**src/rtl/fifo_8x64.sv**
```systemverilog
// fifo_8x64: 64x8 synchronous FIFO, registered flags and read data; define FIFO_8X64_STATUS_EN for count/overflow/underflow outputs
module fifo_8x64 #(
  parameter int DATA_WIDTH = 8,
  parameter int DEPTH      = 64,
  parameter int ADDR_WIDTH = 6
) (
  input  logic                  clk,
  input  logic                  rst,
  input  logic                  wr_en,
  input  logic                  rd_en,
  input  logic [DATA_WIDTH-1:0] data_in,
  output logic [DATA_WIDTH-1:0] data_out,
  output logic                  full,
  output logic                  empty
`ifdef FIFO_8X64_STATUS_EN
  ,
  output logic [ADDR_WIDTH:0]   count,
  output logic                  overflow,
  output logic                  underflow
`endif
);
  localparam logic [ADDR_WIDTH:0] FULL_CNT = (ADDR_WIDTH+1)'(DEPTH);
  logic [DATA_WIDTH-1:0] mem [DEPTH];
  logic [ADDR_WIDTH-1:0] wptr_q, wptr_d, rptr_q, rptr_d;
  logic [ADDR_WIDTH:0]   cnt_q, cnt_d;
  logic [DATA_WIDTH-1:0] dout_q, dout_d;
  logic                  full_q, full_d, empty_q, empty_d;
  logic                  wr_ok, rd_ok;
  // next-state for pointers, occupancy, read data and flags
  always_comb begin
    wr_ok   = wr_en && !full_q;
    rd_ok   = rd_en && !empty_q;
    wptr_d  = wr_ok ? wptr_q + 1'b1 : wptr_q;
    rptr_d  = rd_ok ? rptr_q + 1'b1 : rptr_q;
    cnt_d   = (wr_ok && !rd_ok) ? cnt_q + 1'b1 : (rd_ok && !wr_ok) ? cnt_q - 1'b1 : cnt_q;
    dout_d  = rd_ok ? mem[rptr_q] : dout_q;
    full_d  = cnt_d == FULL_CNT;
    empty_d = cnt_d == '0;
  end
  // control state register; reset empties the queue but leaves storage alone
  always_ff @(posedge clk) begin
    if (rst) begin
      wptr_q  <= '0;
      rptr_q  <= '0;
      cnt_q   <= '0;
      dout_q  <= '0;
      full_q  <= 1'b0;
      empty_q <= 1'b1;
    end else begin
      wptr_q  <= wptr_d;
      rptr_q  <= rptr_d;
      cnt_q   <= cnt_d;
      dout_q  <= dout_d;
      full_q  <= full_d;
      empty_q <= empty_d;
    end
  end
  // storage array, written only on an accepted write outside reset
  always_ff @(posedge clk) begin
    if (wr_ok && !rst) mem[wptr_q] <= data_in;
  end
  assign data_out = dout_q;
  assign full     = full_q;
  assign empty    = empty_q;
`ifdef FIFO_8X64_STATUS_EN
  logic ovf_q, unf_q;
  // sticky error flags, cleared only by reset
  always_ff @(posedge clk) begin
    if (rst) begin
      ovf_q <= 1'b0;
      unf_q <= 1'b0;
    end else begin
      ovf_q <= ovf_q | (wr_en & full_q);
      unf_q <= unf_q | (rd_en & empty_q);
    end
  end
  assign count     = cnt_q;
  assign overflow  = ovf_q;
  assign underflow = unf_q;
`endif
endmodule

```
**config.mk**
```make
export PLATFORM = sky130hd
export DESIGN_NAME = fifo_8x64
export DESIGN_NICKNAME = d
export VERILOG_FILES = /design/src/rtl/fifo_8x64.sv
export SDC_FILE = /design/constraint.sdc
export NUM_CORES = 1
export LEC_CHECK = 0
export BUFFER_PORTS_ARGS = -buffer_cell sky130_fd_sc_hd__clkbuf_2
export CAP_MARGIN = 20
export CORE_MARGIN = 5
export CORE_UTILIZATION = 40
export CTS_BUF_LIST = sky130_fd_sc_hd__clkbuf_16
export DETAILED_ROUTE_END_ITERATION = 8
export MAX_ROUTING_LAYER = met4
export SYNTH_ARGS = -nofsm -noshare
export SYNTH_HDL_FRONTEND = slang
export SYNTH_SLANG_ARGS = --single-unit
```
**constraint.sdc**
```tcl
create_clock -name clk -period 6.82 [get_ports clk]
set_clock_uncertainty 0.1 [all_clocks]
set_input_delay 1.023 -clock clk [delete_from_list [all_inputs] [get_ports clk]]
set_output_delay 1.023 -clock clk [all_outputs]
set_load 0.02 [all_outputs]
```
==> reports/results.ini <==
[yosys]
yosysSeqAreaShare_pct=74.4
netlist.top_cell.by_area=edfxtp_1
ys_seq_elements=541
synthCells=1166
avgSynthCellArea_um2=18.4
netlist.area_leader.share_pct=71.7
syn-cell-area_um2=21400
yosysWarnings=0
async_reset_ff_share_pct=0
synth-edff-count=512
synthTopCellsByArea=edfxtp_1 (72%), mux4_2 (8.5%), mux2i_1 (5.0%), dfxtp_1 (2.7%), nor2_1 (1.8%)
synth_cell_types=56
synth-main-ff-cell=edfxtp_1
synth_nets=1182

[detailed_routing]
routedWlPerCell_um=26.0
via_per_inst=5.64
drt_wl_total_mm=50.0
vias=10900
drt_iter0_drc=1243
antenna_left=0
drc=0
drt_first_pass_iters=7

[cells_and_area]
num-fill-cells=4427
drive_above_1_share_pct=17.2
finalCoreUtilization_pct=45.4
synthToLayoutAreaGrowth_pct=11.8
seq_area_um2=16000
fin_nets=1209
multi_input_area_um2=5060
fin_area_um2=24000

[setup_path]
rr_endpoint=data_out[5]
cp.arrival_ns=3.64
reg2reg_depth=6
slowest_delay_ns=0.79
cp_slowest_cell=dfxtp_4
worstPathCellList=buf_12 > or3b_2 > o22ai_1 > a311o_1 > a211oi_1 > o2bb2ai_1
r2r_slack_ns=3.54
criticalPathCategory=register to register
cp_max_fo=101
worstReg2RegStart=rptr_q[0]
crit_required_ns=7.18
startpoint_type=register
end_kind=register

[clock_network]
cts_resized=0
clockRootBuffer=clkbuf_16
cts_made_buffers=53
clk_pin_slew_worst_paths_ns=0.06
tritoncts=built
cts_buffer_depth=3
clk_latency_ns=0.60
postCtsSetupBuffers=0
cts.htree.levels=2
cts_num_sinks=541
hold_buffers=0

[floorplanning]
rows=84
die_x_um=242
die_y_um=242
io_pins=22
core_um2=52900
dieArea_um2=58300
start_util_pct=40.6

[run]
drv_cap=0

[power_and_ir_drop]
leakage_nw=7.29
finalPower_mw=7.21
vdd_drop_max_mv=0.164
p_per_area_nw_per_um2=301

[global_routing]
grt_max_degree=102
grt_pass1_vias=10800
grt_pass1_wl_mm=74.0
antenna_found_initial=1
grt-ovfl-total=0
grt.total_usage_pct=17.3

[placed_design]
gp_congestion=0.840
port_buffers=21
hpwl_mm=30.0
placed_cell_area_um2=22200

[timing]
fin_crit_sh_pct=48.2
worstMarginPinSlew_ns=1.04
timing.setup.tns_ns=0
finalSetupViolations=0
fmax_mhz=304
relSlewSlack_pct=30.6
rsz0062_at_grt=no
slew_violations=0
post-route-min-period_ns=3.28
hold_viol=0

[min_path]
hold_class=register to register
min_from=rptr_q[5]
hold_depth=2
hold_end=rptr_q[5]

[status]
outcome=finished clean

## worst max path at each step
stage | slack [ns] | cells past startpoint | start | to
2_1_floorplan | 3.88 | 4 | wr_en | mem[47][0]
3_3_place_gp | 3.29 | 4 | rst | mem[11][0]
3_5_place_dp | 3.17 | 4 | rst | mem[27][3]
4_1_cts | 3.48 | 6 | rptr_q[0] | data_out[5]
5_1_grt | 3.37 | 6 | rptr_q[0] | data_out[5]
6_report | 3.54 | 6 | rptr_q[0] | data_out[5]
## cells in the mapped netlist (5+ instances only)
| library cell | number |
|---|---|
| nand3_1 | 7 |
| o211ai_1 | 7 |
| buf_4 | 11 |
| o22ai_1 | 36 |
| clkbuf_1 | 30 |
| xor2_1 | 6 |
| nor2b_1 | 9 |
| nor3_1 | 10 |
| nor2_1 | 103 |
| xnor2_1 | 7 |
| dfxtp_1 | 29 |
| a22oi_1 | 7 |
| o2bb2ai_1 | 8 |
| edfxtp_1 | 512 |
| o21ai_0 | 8 |
| buf_6 | 8 |
| a2111oi_0 | 13 |
| a21oi_1 | 16 |
| mux2i_1 | 107 |
| nand2_1 | 31 |
| inv_1 | 6 |
| a211o_1 | 10 |
| a211oi_1 | 13 |
| buf_2 | 17 |
| mux4_2 | 81 |
| nor4_1 | 5 |
## registers in the layout (all words and copies together), names as in the netlist
register / cells
cnt_q: 7
data_out: 8
empty: 1
full: 1
mem: 512
rptr_q: 6
wptr_q: 6
## through the flow
step / std cells / worst slack [ns] / hold slack (ns)
after floorplan: 1166 / 3.88 / 0.394
after global placement: 1823 / 3.29 / 0.412
after detailed placement: 1825 / 3.17 / 0.434
after CTS: 1923 / 3.48 / 0.454
after global routing: 1925 / 3.37 / 0.480
final: 1925 / 3.54 / 0.455
## cell usage in the layout (no fill, tap or decap), drive strengths merged, types with 13 or more instances in the layout
cell,count
a211oi,13
clkbuf,74
mux2i,107
a2111oi,13
edfxtp,512
nor2,103
nand2,31
o22ai,36
mux4,83
a21oi,16
buf,23
inv,28
dfxtp,29
clkinv,14
## cell type report
cell class,count,area share [%]
sequential,541,66.6
antenna,1,0.0104
inverter,6,0.0939
tap,688,3.59
timing repair buffer,44,1.23
clock inverter,45,1.85
multi-input combinational,547,21.1
clock buffer,53,5.53
## kinds of logic after synthesis
kind of cell	after synthesis	synth area share (%)
multiplexers	190	13.7
adder cells (fa/ha/maj)	4	0.233
buffers and inverters	78	2.02
AO/OA/AOI/OAI	139	4.69
XOR/XNOR	13	0.531
AND/OR/NAND/NOR	201	4.38
flip-flops	541	74.4
## critical path: cells and delay by family (launching register included)
family	cells	cell delay (ns)
compound gates	4	1.19
flops	1	0.79
buf+inv	1	0.59
simple gates	1	0.37
## report_power, final
group	switching, mW	internal [mW]	total [mW]
logic	0.304	0.215	0.519
clock network	1.23	1.75	2.98
registers	0.0548	3.66	3.71
total	1.58	5.62	7.21
## per-layer routing
layer | vias up | wire length, µm | global-route usage (%)
met5 | - | 0 | -
met4 | 0 | 1190 | 4.21
met1 | 5607 | 21500 | 23.9
li1 | 4775 | - | -
met3 | 81 | 3700 | 3.82
met2 | 388 | 23500 | 26.6
(Power assumes the default switching activity.)
